[src/rtl/stopwatch_core.sv]
// MM:SS stopwatch: up/down counting on tickNORMAL, per-field adjust on tickADJ,
// pause toggle, lap freeze and a wrap pulse. All outputs come straight from flops.
module stopwatch_core #(
  parameter int WIDTH   = 6,
  parameter int SEC_MAX = 59,
  parameter int MIN_MAX = 59
) (
  input  logic             clk,
  input  logic             rstN,
  input  logic             tickNORMAL,
  input  logic             tickADJ,
  input  logic             btnP,
  input  logic             btnL,
  input  logic             swADJ,
  input  logic             swSEL,
  input  logic             swDIR,
  output logic [WIDTH-1:0] minutes,
  output logic [WIDTH-1:0] seconds,
  output logic             paused,
  output logic             lapHold,
  output logic             wrap
);

  localparam logic [WIDTH-1:0] SEC_TOP = WIDTH'(SEC_MAX);
  localparam logic [WIDTH-1:0] MIN_TOP = WIDTH'(MIN_MAX);
  localparam logic [WIDTH-1:0] ONE     = WIDTH'(1);

  logic [WIDTH-1:0] sec_q, sec_d, min_q, min_d;
  logic [WIDTH-1:0] lap_sec_q, lap_sec_d, lap_min_q, lap_min_d;
  logic [WIDTH-1:0] disp_sec_q, disp_sec_d, disp_min_q, disp_min_d;
  logic             paused_q, paused_d, hold_q, hold_d, wrap_q, wrap_d;
  logic             btn_p_q, btn_l_q;
  logic             ev_p, ev_l;

  assign ev_p = btnP & ~btn_p_q;
  assign ev_l = btnL & ~btn_l_q;

  always_comb begin
    sec_d     = sec_q;
    min_d     = min_q;
    lap_sec_d = lap_sec_q;
    lap_min_d = lap_min_q;
    paused_d  = paused_q;
    hold_d    = hold_q;
    wrap_d    = 1'b0;

    // Every decision below looks only at pre-edge state, so a tick coinciding
    // with a pause press is still judged against the old paused value.
    if (!paused_q) begin
      if (!swADJ && tickNORMAL) begin
        if (!swDIR) begin
          if (sec_q < SEC_TOP) begin
            sec_d = sec_q + ONE;
          end else begin
            sec_d = '0;
            if (min_q < MIN_TOP) begin
              min_d = min_q + ONE;
            end else begin
              min_d  = '0;
              wrap_d = 1'b1;
            end
          end
        end else begin
          if (sec_q != '0) begin
            sec_d = sec_q - ONE;
          end else begin
            sec_d = SEC_TOP;
            if (min_q != '0) begin
              min_d = min_q - ONE;
            end else begin
              min_d  = MIN_TOP;
              wrap_d = 1'b1;
            end
          end
        end
      end else if (swADJ && tickADJ) begin
        if (swSEL) sec_d = (sec_q >= SEC_TOP) ? '0 : sec_q + ONE;
        else       min_d = (min_q >= MIN_TOP) ? '0 : min_q + ONE;
      end
    end

    if (ev_p) paused_d = ~paused_q;

    if (ev_l) begin
      if (!hold_q) begin
        lap_sec_d = sec_q;
        lap_min_d = min_q;
        hold_d    = 1'b1;
      end else begin
        hold_d    = 1'b0;
      end
    end

    disp_sec_d = hold_d ? lap_sec_d : sec_d;
    disp_min_d = hold_d ? lap_min_d : min_d;
  end

  always_ff @(posedge clk) begin
    if (!rstN) begin
      sec_q      <= '0;
      min_q      <= '0;
      lap_sec_q  <= '0;
      lap_min_q  <= '0;
      disp_sec_q <= '0;
      disp_min_q <= '0;
      paused_q   <= 1'b0;
      hold_q     <= 1'b0;
      wrap_q     <= 1'b0;
      btn_p_q    <= 1'b0;
      btn_l_q    <= 1'b0;
    end else begin
      sec_q      <= sec_d;
      min_q      <= min_d;
      lap_sec_q  <= lap_sec_d;
      lap_min_q  <= lap_min_d;
      disp_sec_q <= disp_sec_d;
      disp_min_q <= disp_min_d;
      paused_q   <= paused_d;
      hold_q     <= hold_d;
      wrap_q     <= wrap_d;
      btn_p_q    <= btnP;
      btn_l_q    <= btnL;
    end
  end

  assign minutes = disp_min_q;
  assign seconds = disp_sec_q;
  assign paused  = paused_q;
  assign lapHold = hold_q;
  assign wrap    = wrap_q;

endmodule
[config.mk]
export PLATFORM = sky130hd
export DESIGN_NAME = stopwatch_core
export DESIGN_NICKNAME = d
export VERILOG_FILES = /design/src/rtl/stopwatch_core.sv
export SDC_FILE = /design/constraint.sdc
export NUM_CORES = 1
export LEC_CHECK = 0
export BUFFER_PORTS_ARGS = -buffer_cell sky130_fd_sc_hd__buf_4
export CAP_MARGIN = 5
export CORE_MARGIN = 4
export CORE_UTILIZATION = 59
export CTS_BUF_LIST = sky130_fd_sc_hd__clkbuf_16
export CTS_CLUSTER_DIAMETER = 60
export CTS_CLUSTER_SIZE = 30
export DETAILED_ROUTE_END_ITERATION = 10
export HOLD_SLACK_MARGIN = 0.06
export PLACE_DENSITY = 0.85
export SYNTH_ARGS = -nofsm -noshare
export SYNTH_HDL_FRONTEND = slang
export SYNTH_SLANG_ARGS = --single-unit
[constraint.sdc]
create_clock -name clk -period 2.5 [get_ports clk]
set_input_delay 0.125 -clock clk [delete_from_list [all_inputs] [get_ports clk]]
set_output_delay 0.125 -clock clk [all_outputs]
set_load 0.01 [all_outputs]
# Word-level counts from Yosys, hierarchy flattened
# Index checks and enable logic that the tools add are counted.
[word_totals]
reg_bits = 41
latch_bits = 0
mem_bits_rw = 0
rom_bits = 0
output_inout_bits = 15
wordCells = 63
mem_count = 0
[op_classes]
addsub = 4
n_mul = 0
div = 0
magnitude_cmp = 4
eq_ne = 0
n_shift = 0
mux = 31
bitwise_logic = 7
reduce_logical = 6
[op_table]
columns = ["operator", "n"]
rows = [
  ["$mux W6", 24],
  ["$add A6 B1 Y6 const B", 2],
  ["$ge A6 B6 Y1 const B", 2],
  ["$lt A6 B6 Y1 const B", 2],
  ["$reduce_bool A6 Y1", 2],
  ["$sub A6 B1 Y6 const B", 2],
  ["$mux W1", 7],
  ["$not A1 Y1", 5],
  ["$reduce_or A3 Y1", 1],
  ["$and A1 B1 Y1", 2],
  ["$logic_and A1 B1 Y1", 2],
  ["$logic_not A1 Y1", 1],
]

# Longest topological paths before layout
# Gate-level depths: netlist (run 1).
[logic_depth]
ltp_word = 7
depth_mapped = 8
depth_no_buf = 8

# Least setup slack after synthesis (run 1)
# Ideal clock, no wire load.
[synth_timing]
kind = "reg2reg"
start = "register sec_q[0]"
end = "register disp_min_q[5] (netlist: minutes[5])"
setup_ns = 0.133
t_arrival_ns = 1.716
required_time_ns = 2.367
slack_ns = 0.652
stages_incl_launch_ff = 8
path_buffers = 0
period_less_slack_ns = 1.848
cell_sequence = "dfxtp_1 ha_1 o2111ai_2 nor4_1 a2111oi_0 a311o_1 o22ai_1 a31oi_1"
[synth_via]
elab_chain_cells = 6
elab_cells_between_ends = 8
classes_between = "order compare: 1; mux: 6; reduce/logical: 1"
[synth_rtl]
columns = ["element", "line_no", "rtl"]
rows = [
  ["from (decl)", "28", "logic [WIDTH-1:0] sec_q, sec_d, min_q, min_d;"],
  ["from (signal assigned)", "100", "sec_q <= '0;"],
  ["from (signal assigned)", "112", "sec_q <= sec_d;"],
  ["$lt A6 B6 Y1 or $reduce_bool A6 Y1 (tied branches)", "52, 64", ""],
  ["$mux W6 (on tied branches)", "52, 64", ""],
  ["$mux W6 *", "51", "if (!swDIR) begin"],
  ["$mux W6 *", "50", "if (!swADJ && tickNORMAL) begin"],
  ["$mux W6 *", "49", "if (!paused_q) begin"],
  ["$mux W6 *", "95", "disp_min_d = hold_d ? lap_min_d : min_d;"],
  ["to (signal assigned)", "117", "disp_min_q <= disp_min_d;"],
  ["to (decl)", "30", "logic [WIDTH-1:0] disp_sec_q, disp_sec_d, disp_min_q, disp_min_d;"],
]
# Mark *: on every way between the ends. The rest lies on a longest branch, timed or not.
# A chain may end at the register's enable or synchronous reset.

# Worst setup path in the final report (run 1)
[layout_timing]
start = "register sec_q[0]"
end = "register disp_min_q[0] (netlist: minutes[0])"
# The elaborated chain is that of the path after synthesis.

==> metrics.cfg, run 1 <==
[timing]
finalCritPeriodShare=0.9354
hold_viol_final=0
setup_slack_ps=161.4
max_freq_mhz=427.6
whs_ps=60.94
relSlewSlack=0.6503
skew_ps=3.259
setup_viol=0
rsz0062_at_grt=false
slew_violations=0
final.setup.tns_ps=0
tightest_slew_ps=524.6
min_period_ps=2339

[route]
vias=2661
drtIter0Drc=510
via_per_inst=6.636
postRouteAntennaNets=0
wirelength_um=7568
drc=0
routedWlPerCell_um=18.87
dr.pass1.iters=5

[cells_and_area]
area_growth_pct=15.75
fin_nets=365
fill_cells=328
stdcell_area_sq_um=2943
drive_above_1_share=0.1652
n_antenna_cell=0

[grt]
grt_pass1_wl_um=12650
grt_max_degree=28
antenna_found_initial=0
grt_use_total=0.3035
grt_pass1_vias=2535
overflow=0

[floorplanning]
die_area_sq_um=5424
io_pins=24
row_count=23
start_util=0.6222
dieHeight_um=73.65
die_w_um=73.65
core-area_sq_um=4086

[logic_synthesis]
synth.distinct_cells=65
avgSynthCellArea_sq_um=7.728
ys_ff_latch=41
yosys.area_share.simple=0.2741
netlist.top_cell.by_area=dfxtp_1
syn-instance-count=329
synth_top_family_by_area=compound AO/OA/AOI/OAI gates
ys_warn_count=0
syn-num-nets=344
synth_mux_area_frac=0.004429
synth-adder-area-share=0.03346
synth_edf_count=0
yosysSeqAreaShare=0.3228
synthTopCellsByArea=dfxtp_1, a21oi_1, nand2_1
synthesis.area_sq_um=2542
synth-xor-area-share=0.01033
ys_top_cells_by_count=dfxtp_1, nand2_1, a21oi_1
async_flop_share=0
yosysTopAreaCellShare=0.3228
ys.flop_type=dfxtp_1
synth-compound-area-share=0.2938

[worst_setup_path]
cp_cell_sequence=ha_1 -> o2111ai_2 -> buf_4 -> nor4b_1 -> o311ai_1 -> o211ai_1 -> o21ai_0 -> a31oi_1
critPathLaunchType=flop
reg2regPathDepth=8
crit_required_ps=2710
reg2reg_from=sec_q[0]
path_class=flop to flop
crit_start=sec_q[0]
cp-end-kind=flop
cp.arrival_ps=2550
r2r_end=minutes[0]
crit_path_max_fanout=9
r2r_slack_ps=160
cp_slowest_cell=dfxtp_1
cpPeakStageDelay_ps=470
endpoint=minutes[0]

[clock_network]
cts_tree=built
cts.sinks=41
clk_pin_slew_ps=60
clock_latency_ps=280
numCtsBuffers=5
htreeDepth=2
clk_path_buf_depth=2
root_buffer=clkbuf_16

[place]
port_buffers=23
place_area_sq_um=2765
place_ws_ps=284.2
gp_congestion=1.050
dpl.hpwl_um=5335

[power_and_ir_drop]
vdd_drop_max_mv=0.6859
p_leak_nw=1.103
finalPower_mw=2.024
powerDensity_nw_per_um2=687.8

[hold_path]
holdCritPathClass=input port to flop
hold_path_startpoint=btnL

[outcome]
status=finished, final reports clean

[job]
drv_cap=0

-- flip-flops by register name (all words and copies together), names as in the netlist --
| signal | count |
|---|---|
| btn_p_q | 1 |
| sec_q | 6 |
| minutes | 6 |
| lap_sec_q | 6 |
| seconds | 6 |
| paused | 1 |
| min_q | 6 |
| lap_min_q | 6 |
| wrap | 1 |
| lapHold | 1 |
| btn_l_q | 1 |
-- layout by cell type (no fill, tap or decap), types with 5 or more instances in the layout --
cell type / instances
nand3_1: 14
nand2_1: 41
a21oi_1: 36
inv_1: 9
ha_1: 6
o21ai_1: 5
dfxtp_1: 41
clkbuf_16: 5
and2_1: 7
nor3_1: 9
a31oi_1: 5
nor2_1: 20
nand2b_1: 7
o21ai_0: 19
buf_4: 37
-- routing by layer --
metal | up-vias | global-route usage | share of wire
li1 | 1246 | - | -
met1 | 1218 | 0.4140 | 0.42
met2 | 174 | 0.4587 | 0.45
met3 | 23 | 0.05882 | 0.10
met4 | 0 | 0.1429 | 0.029
met5 | - | 0 | 0
-- worst min path at each step --
| stage | depth (start not counted) | slack (ps) | endpoint |
|---|---|---|---|
| 2_1_floorplan | 1 | 250 | btn_l_q |
| 6_report | 2 | 60 | btn_l_q |
| 5_1_grt | 2 | 80 | btn_l_q |
| 3_3_place_gp | 2 | 340 | btn_p_q |
| 4_1_cts | 2 | 60 | btn_l_q |
| 3_5_place_dp | 2 | 340 | btn_p_q |
-- cells by family after synthesis --
| logic type | after synthesis |
|---|---|
| XOR/XNOR | 3 |
| buffers and inverters | 34 |
| AO/OA/AOI/OAI | 112 |
| adder cells (fa/ha/maj) | 7 |
| flip-flops | 41 |
| AND/OR/NAND/NOR | 131 |
| multiplexers | 1 |
-- repair_timing --
| item | in CTS | in global routing |
|---|---|---|
| endpoints found under the hold margin | 1 | 0 |
| buffers inserted | 0 | 0 |
| gates resized for setup | 0 | 0 |
| hold buffers | 1 | 0 |
-- power breakdown --
group / switching [mW] / leakage (nW) / internal, mW
registers: 0.0800 / 0.335 / 0.706
clock network: 0.262 / 0.0852 / 0.469
logic: 0.297 / 0.682 / 0.210
total: 0.639 / 1.10 / 1.38
-- cell type report --
type	count	area [sq um]	area share
sequential	41	820.8	0.2789
clock inverter	3	42.54	0.01446
clock buffer	5	125.1	0.04252
multi-input combinational	254	1567	0.5323
tap	50	62.56	0.02126
timing repair buffer	38	287.8	0.09779
inverter	10	37.54	0.01276
-- per-stage QoR --
step / cells / util
floorplan: 329 / -
CTS: 401 / 0.7201
finish: 401 / 0.7201
global placement: 392 / 0.6767
detailed placement: 392 / 0.6767
global route: 401 / 0.7201
-- critical path, delay by kind of cell, from the launching register on --
family / cells / cell delay [ps]
AOI/OAI and AO/OA: 5 / 920
DFF: 1 / 470
adders and majority gates: 1 / 320
buffers and inverters: 1 / 270
and+or+nand+nor: 1 / 270
No activity file was read; power rests on OpenSTA's default activity.
==> run 2: changes to the inputs <==
--- a/config.mk
+++ b/config.mk
@@ -8,13 +8,13 @@
 export BUFFER_PORTS_ARGS = -buffer_cell sky130_fd_sc_hd__buf_4
 export CAP_MARGIN = 5
 export CORE_MARGIN = 4
-export CORE_UTILIZATION = 59
+export CORE_UTILIZATION = 58
 export CTS_BUF_LIST = sky130_fd_sc_hd__clkbuf_16
 export CTS_CLUSTER_DIAMETER = 60
 export CTS_CLUSTER_SIZE = 30
 export DETAILED_ROUTE_END_ITERATION = 10
 export HOLD_SLACK_MARGIN = 0.06
-export PLACE_DENSITY = 0.85
+export PLACE_DENSITY = 0.84
 export SYNTH_ARGS = -nofsm -noshare
 export SYNTH_HDL_FRONTEND = slang
 export SYNTH_SLANG_ARGS = --single-unit
==> metrics.cfg, run 2 (synthesis results as in run 1) <==
[clock_network]
numCtsBuffers=5  ; unchanged
clk_path_buf_depth=2  ; unchanged
cts_setup_buffers=0  ; unchanged
cts_resized=0  ; unchanged
clk_pin_slew_ps=60  ; about the same
root_buffer=clkbuf_16
cts.sinks=41  ; unchanged
htreeDepth=2  ; unchanged
cts_tree=built
ctsHoldBuffers=1  ; unchanged
clock_latency_ps=280  ; about the same

[cells_and_area]
fin_nets=363  ; -0.55%
n_antenna_cell=0  ; unchanged
area_growth_pct=16.04
final_cell_mix=nand2_1, dfxtp_1, a21oi_1, buf_4, nor2_1
fill_cells=324  ; -1.2%
drive_above_1_share=0.1633  ; -0.001918
stdcell_area_sq_um=2950  ; +0.26%

[route]
wl_met1_um=3075  ; -3.6%
dr.pass1.iters=6  ; +1
drc=0  ; unchanged
routedWlPerCell_um=18.13  ; -4.0%
vias=2688  ; +1.0%
postRouteAntennaNets=0  ; unchanged
via_per_inst=6.737  ; +1.5%
wirelength_um=7232  ; -4.4%
top_layer_used=met4
wl_met3_um=808  ; +6.5%
routed-wl-met2_um=3186  ; -6.3%
drtIter0Drc=443  ; -13%

[grt]
grt_max_degree=20  ; -29%
grt_use_total=0.2812  ; -0.02230
overflow=0  ; unchanged
grt_pass1_vias=2370  ; -6.5%
antenna_found_initial=0  ; unchanged
grt_pass1_wl_um=11850  ; -6.3%

[floorplanning]
start_util=0.6178  ; -0.004351
row_count=23  ; unchanged
dieHeight_um=74.21  ; +0.77%
die_area_sq_um=5507  ; +1.5%
core-area_sq_um=4115  ; +0.70%
die_w_um=74.21  ; +0.77%
io_pins=24  ; unchanged

[worst_setup_path]
cp_cell_sequence=ha_1 -> o2111ai_2 -> buf_4 -> nor4b_1 -> o311ai_1 -> o211ai_1 -> o21ai_0 -> a31oi_1
cpLargestDelayFamily=compound AO/OA/AOI/OAI gates
cpPeakStageDelay_ps=480  ; about the same
crit_path_max_fanout=11  ; +2
crit_buf_inv=1  ; unchanged
cp.arrival_ps=2490  ; -60 ps
cp-end-kind=flop
critPathLaunchType=flop
path_class=flop to flop
cp_slowest_cell=dfxtp_1
crit_required_ps=2690  ; -20 ps

[job]
drv_cap=0  ; unchanged

[timing]
max_freq_mhz=435.0  ; +1.7%
rsz0062_at_grt=false
finalCritPeriodShare=0.9195  ; -0.01596
relSlewSlack=0.6106  ; -0.03961
final.setup.tns_ps=0  ; unchanged
tightest_slew_ps=583.2  ; +58.62 ps
min_period_ps=2299  ; -39.90 ps
setup_viol=0  ; unchanged
hold_viol_final=0  ; unchanged
skew_ps=4.026  ; +0.7661 ps
slew_violations=0  ; unchanged

[hold_path]
holdCritPathClass=input port to flop

[place]
place_area_sq_um=2750  ; -0.54%
gp_congestion=0.9830  ; -6.4%
dpl.hpwl_um=5075  ; -4.9%
port_buffers=23  ; unchanged

[outcome]
status=finished, final reports clean

[power_and_ir_drop]
p_leak_nw=1.101  ; -0.17%
vdd_drop_max_mv=0.5221  ; -24%
powerDensity_nw_per_um2=715.9  ; +4.1%
finalPower_mw=2.112  ; +4.4%

==> run 2: cell types whose count changed in the layout (fill, tap and decap cells not counted), sizes merged <==
cell	previous run	this run
buf	37	35
bufinv	1	2
inv	9	8
==> run 2: metrics by stage <==
step | instances | hold slack, ps | utilization | setup slack [ps]
after floorplan | 329 | 246.7 | - | 651.6
after global placement | 390 | 336.9 | 0.6683 | 311.8
after detailed placement | 390 | 338.9 | 0.6683 | 309.4
after CTS | 399 | 60.76 | 0.7169 | 266.0
after global routing | 399 | 85.51 | 0.7169 | 54.70
final | 399 | 61.55 | 0.7169 | 201.3
==> run 2: report_power, final <==
group / switching, mW / total (mW) / internal, mW / leakage [nW]
Sequential: 0.0786 / 0.785 / 0.706 / 0.335
Combinational: 0.292 / 0.499 / 0.207 / 0.672
Clock: 0.259 / 0.829 / 0.570 / 0.0938
Total: 0.630 / 2.11 / 1.48 / 1.10
==> run 2: layout make-up <==
cell class | count | area (sq um) | share of cell area
flip-flops and latches | 41 | 820.8 | 0.2782
inverters | 10 | 37.54 | 0.01272
clock inverters | 3 | 65.06 | 0.02205
repair buffers | 36 | 272.8 | 0.09245
multi-input cells | 254 | 1567 | 0.5310
well taps | 50 | 62.56 | 0.02120
clock buffers | 5 | 125.1 | 0.04241
==> run 2: routing by layer <==
metal	global-route usage	vias up
met5	0	-
met2	0.4222	184
met4	0.1146	0
li1	-	1244
met1	0.3926	1232
met3	0.06216	28
==> run 2: worst paths after layout <==
kind / start / endpoint / slack [ps] / depth (start not counted)
setup / recovery: sec_q[0] / minutes[0] / 200 / 8
setup reg to reg: sec_q[0] / minutes[0] / 200 / 8
hold / removal: btnL / btn_l_q / 60 / 2
hold reg to reg: lap_min_q[2] / lap_min_q[2] / 450 / 2
==> run 3: changes to the inputs <==
--- a/config.mk
+++ b/config.mk
@@ -14,6 +14,7 @@
 export CTS_CLUSTER_SIZE = 30
 export DETAILED_ROUTE_END_ITERATION = 10
 export HOLD_SLACK_MARGIN = 0.06
+export MAX_ROUTING_LAYER = met4
 export PLACE_DENSITY = 0.84
 export SYNTH_ARGS = -nofsm -noshare
 export SYNTH_HDL_FRONTEND = slang
==> constraint.sdc (replaced) <==
create_clock -name clk -period 2.5 [get_ports clk]
set_input_delay 0.125 -clock clk [delete_from_list [all_inputs] [get_ports clk]]
set_output_delay 0.125 -clock clk [all_outputs]
set_load 0.005 [all_outputs]
==> metrics.cfg, run 3 (synthesis results as in run 1) <==
[outcome]
status=finished, final reports clean

[route]
via_per_inst=6.623  ; -1.7%
postRouteAntennaNets=0  ; unchanged
vias=2649  ; -1.5%
routedWlPerCell_um=18.33  ; +1.1%
drc=0  ; unchanged
drtIter0Drc=385  ; -13%
wirelength_um=7332  ; +1.4%
dr.pass1.iters=5  ; -1

[floorplanning]
core-area_sq_um=4115  ; unchanged
die_w_um=74.21  ; unchanged
dieHeight_um=74.21  ; unchanged
start_util=0.6178  ; unchanged
die_area_sq_um=5507  ; unchanged
io_pins=24  ; unchanged
row_count=23  ; unchanged

[cells_and_area]
final_cell_mix=nand2_1, dfxtp_1, buf_4, a21oi_1, nor2_1
fin_nets=365  ; +0.55%
drive_above_1_share=0.1629  ; -0.0004666
n_antenna_cell=0  ; unchanged
area_growth_pct=14.96

[worst_setup_path]
reg2reg_from=sec_q[0]
cp_cell_sequence=ha_1 -> o2111ai_4 -> buf_4 -> nor4b_1 -> o311ai_1 -> o211ai_1 -> o21ai_0 -> a31oi_1
path_class=flop to flop
cp.arrival_ps=2600  ; +110 ps
crit_path_max_fanout=9  ; -2
r2r_slack_ps=100  ; -110 ps
cp_slowest_cell=dfxtp_1
r2r_end=minutes[0]
crit_required_ps=2700  ; about the same
cp-end-kind=flop
cpLargestDelayFamily=compound AO/OA/AOI/OAI gates
reg2regPathDepth=8  ; unchanged
cpPeakStageDelay_ps=490  ; about the same
critPathLaunchType=flop
crit_buf_inv=1  ; unchanged

[timing]
tightest_slew_ps=577.3  ; -5.965 ps
relSlewSlack=0.6144  ; +0.003716
setup_viol=0  ; unchanged
finalCritPeriodShare=0.9616  ; +0.04212
min_period_ps=2404  ; +105.3 ps
slew_violations=0  ; unchanged
skew_ps=3.315  ; -0.7109 ps
rsz0062_at_grt=false
final.setup.tns_ps=0  ; unchanged
max_freq_mhz=416.0  ; -4.4%
hold_viol_final=0  ; unchanged

[clock_network]
htreeDepth=2  ; unchanged
clk_pin_slew_ps=60  ; about the same
root_buffer=clkbuf_16
clk_path_buf_depth=2  ; unchanged
clock_latency_ps=280  ; about the same
numCtsBuffers=5  ; unchanged
cts.sinks=41  ; unchanged
cts_tree=built

[power_and_ir_drop]
swShare=0.3228  ; +0.02471
switchingPower_mw=0.6083  ; -3.4%
internal_power_mw=1.276  ; -14%
power_frac_comb=0.265  ; +0.029
powerDensity_nw_per_um2=644.7  ; -9.9%
p_seq_frac=0.413  ; +0.042
p_leak_nw=1.081  ; -1.8%
clockPowerShare=0.321  ; -0.071
vdd_drop_max_mv=0.3707  ; -29%
finalPower_mw=1.884  ; -11%

[place]
dpl.hpwl_um=5201  ; +2.5%
port_buffers=23  ; unchanged
gp_congestion=1.056  ; +7.4%

[hold_path]
whs_endpoint=btn_l_q
holdPathStages=2  ; unchanged
holdCritPathClass=input port to flop
hold_path_startpoint=btnL

[job]
drv_cap=0  ; unchanged

[grt]
grt_pass1_vias=2506  ; +5.7%
grt_pass1_wl_um=12050  ; +1.6%
grt_use_total=0.2911  ; +0.009925
grt_max_degree=17  ; -15%
antenna_found_initial=0  ; unchanged
overflow=0  ; unchanged

-- run 3: cell types whose count changed in the layout (fill, tap and decap cells not counted) --
cell	delta
o2111ai_4	+1
clkinv_1	+1
clkinv_2	-1
o2111ai_2	-1
buf_4	+2
bufinv_16	-2
clkinvlp_4	+1
-- run 3: power groups by stage --
stage | Sequential [mW] | Combinational, mW | Clock, mW
finish | 0.779 | 0.500 | 0.605
global route | 0.785 | 0.551 | 0.641
CTS | 0.772 | 0.490 | 0.609
detailed placement | 0.785 | 0.485 | 0
global placement | 0.782 | 0.480 | 0
floorplan | 0.754 | 0.355 | 0
-- run 3: area by class of cell --
class / instances / area [sq um]
multi-input combinational: 254 / 1578
fill: 355 / 1192
sequential: 41 / 820.8
timing repair buffer: 38 / 287.8
clock buffer: 5 / 125.1
tap: 50 / 62.56
inverter: 10 / 37.54
clock inverter: 2 / 11.26
-- run 3: worst reg2reg max path, cell delays in order, from the launching register on --
cell	delay [ps]
dfxtp_1	490
ha_1	350
o2111ai_4	230
buf_4	240
nor4b_1	310
o311ai_1	150
o211ai_1	180
o21ai_0	180
a31oi_1	210
-- run 3: timing repair --
| item | 4_1_cts | 5_1_grt |
|---|---|---|
| endpoints found under the setup margin | 0 | 1 |
| hold buffers | 1 | 0 |
| resized for setup | 0 | 1 |
| setup buffers | 0 | 0 |
| hold endpoints to repair | 1 | 0 |
-- run 3: worst max-delay path by stage --
stage / cells after the start / endpoint / from
final: 8 / minutes[0] / sec_q[0]
after global routing: 8 / minutes[0] / sec_q[0]
after CTS: 8 / minutes[0] / sec_q[0]
after detailed placement: 8 / minutes[0] / sec_q[0]
after global placement: 8 / minutes[0] / sec_q[0]
after floorplan: 7 / minutes[5] / sec_q[0]
-- run 3: metal layers --
layer / track usage / part of all wire / vias up / wire (um)
met5: - / 0 / - / 0
met4: 0.1166 / 0.024 / 0 / 174
met3: 0.05270 / 0.081 / 25 / 593
met2: 0.4360 / 0.46 / 152 / 3377
met1: 0.3887 / 0.43 / 1227 / 3188
li1: - / - / 1245 / -
-- run 3: stage by stage --
stage	instances	area (sq um)	setup WS (ps)	utilization	hold slack (ps)
after floorplan	329	2542	651.6	-	246.7
after global placement	392	2765	235.5	0.6719	335.7
after detailed placement	392	2765	222.9	0.6719	343.6
after CTS	400	2912	174.5	0.7075	65.94
after global routing	400	2923	14.52	0.7102	86.38
final	400	2923	95.99	0.7102	67.48
